--- config.mk ---
export PLATFORM = sky130hd
export DESIGN_NAME = xphy_mdio_ctrl
export DESIGN_NICKNAME = d
export VERILOG_FILES = /design/src/rtl/xphy_mdio_pkg.sv /design/src/rtl/xphy_mdio_frame.sv /design/src/rtl/xphy_mdio_ctrl.sv
export SDC_FILE = /design/constraint.sdc
export NUM_CORES = 1
export LEC_CHECK = 0
export CAP_MARGIN = 20
export CORE_AREA = 2 2 92 183
export DETAILED_ROUTE_END_ITERATION = 7
export DIE_AREA = 0 0 94 185
export PLACE_DENSITY_LB_ADDON = 0.1
export SYNTH_ARGS = -nofsm -noshare
export SYNTH_HDL_FRONTEND = slang
export SYNTH_SLANG_ARGS = --single-unit
--- constraint.sdc ---
create_clock -name clk156 -period 2.3 [get_ports clk156]
set_input_delay 0.46 -clock clk156 [delete_from_list [all_inputs] [get_ports clk156]]
set_output_delay 0.46 -clock clk156 [all_outputs]
set_load 0.05 [all_outputs]
--- src/rtl/xphy_mdio_pkg.sv ---
// xphy_mdio_pkg: shared Clause-45 MDIO opcodes, device/register constants and sequencer states
package xphy_mdio_pkg;
    localparam logic [1:0] MDIO_OP_ADDR = 2'b00;
    localparam logic [1:0] MDIO_OP_WR = 2'b01;
    localparam logic [1:0] MDIO_OP_RD = 2'b11;
    localparam logic [4:0] DEVAD_PMA = 5'd1;
    localparam logic [4:0] DEVAD_PCS = 5'd3;
    localparam logic [15:0] REG_CTRL = 16'h0000;
    localparam logic [15:0] REG_STAT = 16'h0001;
    typedef enum logic [1:0] {RESET_IDLE, CFG, POLL, POLL_WAIT} seq_state_t;
endpackage

--- src/rtl/xphy_mdio_frame.sv ---
// xphy_mdio_frame: single MDIO transaction engine (MDC, 64-bit frame shift, TA check, read capture)
module xphy_mdio_frame
    import xphy_mdio_pkg::*;
#(
    parameter int MDC_DIV = 24
) (
    input  logic        clk156,
    input  logic        reset,
    input  logic        start,
    input  logic [1:0]  op,
    input  logic [4:0]  prtad,
    input  logic [4:0]  devad,
    input  logic [15:0] data,
    input  logic        mdio_out,
    input  logic        mdio_tri,
    output logic        mdc,
    output logic        mdio_in,
    output logic        busy,
    output logic        done,
    output logic        rvalid,
    output logic [15:0] rdata,
    output logic        ta_err
);
    localparam int PW = $clog2(MDC_DIV);
    localparam logic [PW-1:0] PH_MAX = PW'(MDC_DIV - 1);

    logic          active, mdc_r, rd, ta_bad, is_rd, bit_end, last;
    logic [PW-1:0] ph;
    logic [6:0]    bitc;
    logic [63:0]   sr, frame;
    logic [15:0]   rd_sr;

    assign is_rd = op == MDIO_OP_RD;
    assign frame = {32'hFFFF_FFFF, 2'b00, op, prtad, devad, is_rd ? 2'b11 : 2'b10, is_rd ? 16'hFFFF : data};
    assign bit_end = active && mdc_r && ph == PH_MAX;
    assign last = bit_end && bitc == 7'd64;
    assign mdc = mdc_r;
    assign mdio_in = sr[63];
    assign busy = active;
    assign done = last;
    assign rvalid = bit_end && rd && bitc == 7'd63;
    assign rdata = {rd_sr[14:0], mdio_out};
    assign ta_err = ta_bad;

    // bit timing and shift: host bit changes entering low phase, PHY sampled at end of high phase
    always_ff @(posedge clk156) begin
        if (reset) begin
            active <= 1'b0;
            mdc_r <= 1'b0;
            ph <= '0;
            bitc <= '0;
            sr <= '1;
            rd_sr <= '0;
            rd <= 1'b0;
            ta_bad <= 1'b0;
        end else if (start && (!active || last)) begin
            active <= 1'b1;
            mdc_r <= 1'b0;
            ph <= '0;
            bitc <= '0;
            sr <= frame;
            rd <= is_rd;
        end else if (active) begin
            ph <= (ph == PH_MAX) ? '0 : ph + 1'b1;
            if (ph == PH_MAX) mdc_r <= ~mdc_r;
            if (bit_end) begin
                sr <= {sr[62:0], 1'b1};
                bitc <= last ? bitc : bitc + 7'd1;
                active <= !last;
                if (rd && bitc == 7'd47) ta_bad <= mdio_tri | mdio_out;
                if (rd && bitc[6:4] == 3'b011) rd_sr <= {rd_sr[14:0], mdio_out};
            end
        end
    end
endmodule

--- src/rtl/xphy_mdio_ctrl.sv ---
// xphy_mdio_ctrl: PHY bring-up write sequence, periodic PCS status poll and link status
module xphy_mdio_ctrl
    import xphy_mdio_pkg::*;
#(
    parameter int MDC_DIV = 24,
    parameter int POLL_INTERVAL = 156250
) (
    input  logic        clk156,
    input  logic        reset,
    input  logic [4:0]  prtad,
    input  logic        mdio_out,
    input  logic        mdio_tri,
    input  logic        cfg_start,
    output logic        mdc,
    output logic        mdio_in,
    output logic        busy,
    output logic        cfg_done,
    output logic        link_up,
    output logic [15:0] pcs_status,
    output logic        err
);
    localparam int TW = $clog2(POLL_INTERVAL);
    localparam logic [TW-1:0] T_MAX = TW'(POLL_INTERVAL - 1);

    seq_state_t    state, state_n;
    logic [1:0]    step, step_n, op;
    logic [4:0]    devad;
    logic [15:0]   data, rdata;
    logic [TW-1:0] timer;
    logic          cfg_req, req, free, launch, accept, fin_cfg, poll_start, timer_up, poll_rest;
    logic          done, rvalid, ta_err;

    assign req = cfg_start || cfg_req;
    assign free = !busy || done;
    assign timer_up = timer == T_MAX;
    assign poll_rest = busy && step[0] && !timer_up;
    assign poll_start = launch && state_n == POLL && step_n == 2'd0;
    assign op = (state_n == POLL) ? (step_n[0] ? MDIO_OP_RD : MDIO_OP_ADDR) : (step_n[0] ? MDIO_OP_WR : MDIO_OP_ADDR);
    assign devad = (state_n == POLL || step_n[1]) ? DEVAD_PCS : DEVAD_PMA;
    assign data = (state_n == POLL) ? REG_STAT : (step_n[0] ? 16'h0000 : REG_CTRL);

    // step sequencer: next transaction is launched on the engine's last cycle so frames run back to back
    always_comb begin
        state_n = state;
        step_n = step;
        launch = 1'b0;
        accept = 1'b0;
        fin_cfg = 1'b0;
        if (state == RESET_IDLE) begin
            state_n = CFG;
            step_n = 2'd0;
        end else if (free && req) begin
            state_n = CFG;
            step_n = 2'd0;
            launch = 1'b1;
            accept = 1'b1;
        end else if (free) begin
            case (state)
                CFG: begin
                    launch = 1'b1;
                    fin_cfg = busy && step == 2'd3;
                    state_n = fin_cfg ? POLL : CFG;
                    step_n = busy ? step + 2'd1 : step;
                end
                POLL: begin
                    launch = !poll_rest;
                    state_n = poll_rest ? POLL_WAIT : POLL;
                    step_n = busy ? {1'b0, ~step[0]} : step;
                end
                POLL_WAIT: begin
                    launch = timer_up;
                    state_n = timer_up ? POLL : POLL_WAIT;
                    step_n = 2'd0;
                end
                default: ;
            endcase
        end
    end

    // sequencer state register
    always_ff @(posedge clk156) begin
        if (reset) begin
            state <= RESET_IDLE;
            step <= 2'd0;
        end else begin
            state <= state_n;
            step <= step_n;
        end
    end

    // pending reconfiguration request and poll-start timer
    always_ff @(posedge clk156) begin
        if (reset) begin
            cfg_req <= 1'b0;
            timer <= '0;
        end else begin
            cfg_req <= (accept || state == RESET_IDLE) ? 1'b0 : (cfg_req || cfg_start);
            timer <= poll_start ? '0 : (timer_up ? timer : timer + 1'b1);
        end
    end

    // published status: cfg_done, sticky TA error, last good PCS status
    always_ff @(posedge clk156) begin
        if (reset) begin
            cfg_done <= 1'b0;
            err <= 1'b0;
            link_up <= 1'b0;
            pcs_status <= '0;
        end else begin
            if (accept) begin
                cfg_done <= 1'b0;
                err <= 1'b0;
            end else if (fin_cfg) begin
                cfg_done <= 1'b1;
            end
            if (rvalid && ta_err) begin
                err <= 1'b1;
                link_up <= 1'b0;
            end else if (rvalid) begin
                pcs_status <= rdata;
                link_up <= rdata[2];
            end
        end
    end

    xphy_mdio_frame #(.MDC_DIV(MDC_DIV)) u_frame (
        .clk156   (clk156),
        .reset    (reset),
        .start    (launch),
        .op       (op),
        .prtad    (prtad),
        .devad    (devad),
        .data     (data),
        .mdio_out (mdio_out),
        .mdio_tri (mdio_tri),
        .mdc      (mdc),
        .mdio_in  (mdio_in),
        .busy     (busy),
        .done     (done),
        .rvalid   (rvalid),
        .rdata    (rdata),
        .ta_err   (ta_err)
    );
endmodule

==> metrics.csv <==
metric,value,unit
clock slew at reported path FFs,0.06,ns
Initial Utilization,34.4,%
unrepaired setup endpoints after global routing,no,
synthesis-stage register bit count,137,
Power per Cell Area,827,nW/um^2
slew of the pin with the lowest slew margin,0.598,ns
dpl hpwl,6.94,mm
"Seq/Total Area, Yosys",49.5,%
Layout Skew,0.00665,ns
DR vias,4004,
"Setup Fix Bufs, Post-CTS",0,
Post-Syn Instances,600,
Routed wire per std cell,12.5,um
CP top delay family,simple AND/OR/NAND/NOR gates,
die area,17400,sq um
Max Root-Sink Buffers,2,
startpoint type of the worst setup path,register,
Sequential Power Share,44.3,%
Post-synth EDFFs,0,
Root Driver,clkbuf_16,
area delta synth->final,21.5,%
CP endpoint kind,register,
clock share of power,51.4,%
CP Buf/Inv Count,1,
# fillers,1628,
Diodes inserted,0,
hold path cells,2,
Hold EP,step[1],
core area,16100,sq um
IO Pins,32,
"Cell Chain, Critical Path","or4_1, nor3_4, a41oi_4, a211oi_2, a31o_2, buf_4, nor2_1",
total power,0.00557,W
"slowest stage cell, crit path",or4_1,
row count,66,
CTS Sinks,137,
net total in the final layout,655,
achievable frequency,460,MHz
routability cong.,0.878,
CTS Buf Count,17,
Mapped Nets,617,
reg2reg start,timer[2],
Internal,0.00431,W
1st-iter DRT viols,191,
switching power,0.00126,W
die width,94,um
hold crit path type,input port to register,
r2r worst-path depth,7,
Synth Warn #,0,
drt drc,0,
Yosys cell types,55,
Setup Viol. Count Final,0,
P_leak,2.77,nW
WP data required,2.61,ns
H-tree Lvls,4,
status,completed,
combinational share of power,4.3,%
Max-Cap Viols,0,
largest net degree at the start of global routing,65,
vias in the first global route,4090,
RR Endpoint,timer[4],
VDD IR max,0.000473,V
ys async rst share,0,%
final-report hold violation count,0,
global route overflow,0,
Pre-Repair DR Iteration Count,4,
Crit Path Class,register to register,
Syn Area/Cell,9.24,sq um
Period minus WS final,2.18,ns
Arrival @ worst endpoint,2.48,ns
I/O Buffers,31,
hold_sp,reset,
first-pass GRT wire length,18.9,mm
Skew-Pair Late Insertion Delay,0.41,ns
Switching Fraction,22.6,%
share of cells above drive strength 1,11.4,%
max-slew violations,0,
DRT Wirelength,10.7,mm
TritonCTS clock tree,yes,
"Cell Area, Synth",5540,sq um
drt via density,4.68,
reg2reg setup slack,0.12,ns
die span in y,185,um
Fin Setup TNS,0,ns
initial antenna violation count,0,
crit-path max FO,7,
"Top FF cell, synth",dfxtp_1,
Max transition margin,59.8,%
Final ANT Viol Nets,0,
gr usage total,13.5,%
Crit path largest cell delay,0.57,ns
Final period util,94.6,%
## placed cells by master, fill, tap and decap left out, drive strengths merged, types with 3 or more instances in the layout
master,count
mux2i,59
buf,24
o21ai,25
nand2b,6
xnor2,9
nand2,86
nor2,93
nand3,49
nor3,7
clkbuf,19
clkinv,4
dfxtp,137
clkdlybuf4s50,30
xor2,17
a21oi,14
ha,7
nor3b,5
inv,13
bufinv,3
o21bai,5
nand4,7
## power by group through the flow
stage / Clock [W] / Sequential [W] / Combinational [W]
finish: 0.00286 / 0.00247 / 0.000240
global route: 0.00305 / 0.00247 / 0.000271
CTS: 0.00294 / 0.00247 / 0.000245
detailed placement: 0 / 0.00252 / 0.000245
global placement: 0 / 0.00252 / 0.000242
floorplan: 0 / 0.00251 / 0.000188
## routing by layer
layer  up-vias  track usage [%]  share of wire [%]
li1       2097                -                  -
met1      1829             16.4                 47
met2        62             21.9                 47
met3        16             3.50                3.4
met4         0             6.78                2.0
met5         -                0                  0
## Yosys cell counts (all sizes together) (2+ instances only)
master / count / share of area [%]
and2: 2 / 0.23
a32oi: 2 / 0.32
and2b: 2 / 0.29
xnor2: 9 / 1.4
nor3: 7 / 0.72
buf: 15 / 2.1
nand3: 49 / 4.4
a31o: 2 / 0.32
nand2b: 6 / 0.81
nor3b: 5 / 0.68
a211oi: 2 / 0.36
mux2i: 59 / 11
a21oi: 14 / 1.3
clkbuf: 19 / 1.9
ha: 7 / 1.6
nor2: 93 / 6.4
inv: 7 / 0.47
o21ai: 25 / 2.5
dfxtp: 137 / 49
o21bai: 5 / 0.68
xor2: 17 / 2.7
nand4: 7 / 0.79
and3: 2 / 0.23
nor4: 2 / 0.34
nand4b: 2 / 0.32
and4: 2 / 0.32
nand2: 86 / 5.8
## worst max-delay path by stage
stage,start,end,cells past startpoint
final,timer[2],timer[4],7
after global routing,timer[5],timer[3],7
after CTS,u_frame.ph[0],timer[4],8
after detailed placement,cfg_start,timer[4],7
after global placement,cfg_start,timer[9],7
after floorplan,u_frame.mdc,pcs_status[10],8
## logic make-up (layout without fill, tap and decap cells)
group	Yosys count	count (layout)	share of synthesized area (%)
fa+ha+maj	7	7	1.58
simple gates	270	270	22.0
xor+xnor	26	26	4.11
mux	59	59	10.7
flops	137	137	49.5
compound gates	59	59	7.18
buf+inv	42	93	4.99
## through the flow
| step | util, % | setup WS (ns) | instances | area, sq um | hold slack (ns) |
|---|---|---|---|---|---|
| 6_report | 41.8 | 0.125 | 855 | 6730 | 0.424 |
| 5_1_grt | 41.8 | 0.0142 | 855 | 6730 | 0.454 |
| 4_1_cts | 41.7 | 0.0477 | 855 | 6710 | 0.412 |
| 3_5_place_dp | 37.8 | 0.0513 | 823 | 6080 | 0.451 |
| 3_3_place_gp | 37.8 | 0.0937 | 823 | 6080 | 0.447 |
| 2_1_floorplan | - | 0.0421 | 600 | 5540 | 0.439 |
## layout make-up
type,count,area (sq um),share of cell area [%]
clock buffer,19,443,6.58
clock inverter,13,183,2.71
timing repair buffer,54,532,7.90
multi-input combinational,421,2550,37.9
tap,204,255,3.79
sequential,137,2740,40.8
inverter,7,26.3,0.390
## flip-flops by register name (all words and copies together) (netlist names)
| signal | count |
|---|---|
| err | 1 |
| u_frame.busy | 1 |
| u_frame.sr | 64 |
| timer | 18 |
| u_frame.ta_err | 1 |
| step | 2 |
| u_frame.bitc | 7 |
| cfg_req | 1 |
| cfg_done | 1 |
| u_frame.rd_sr | 15 |
| pcs_status | 16 |
| link_up | 1 |
| u_frame.rd | 1 |
| state | 2 |
| u_frame.ph | 5 |
| u_frame.mdc | 1 |
## what timing repair did
action | in CTS | in global routing
gates resized for setup | 0 | 5
endpoints found under the setup margin | 0 | 16
hold buffers | 0 | 0
Note: power is estimated with default switching activity, not from simulation.
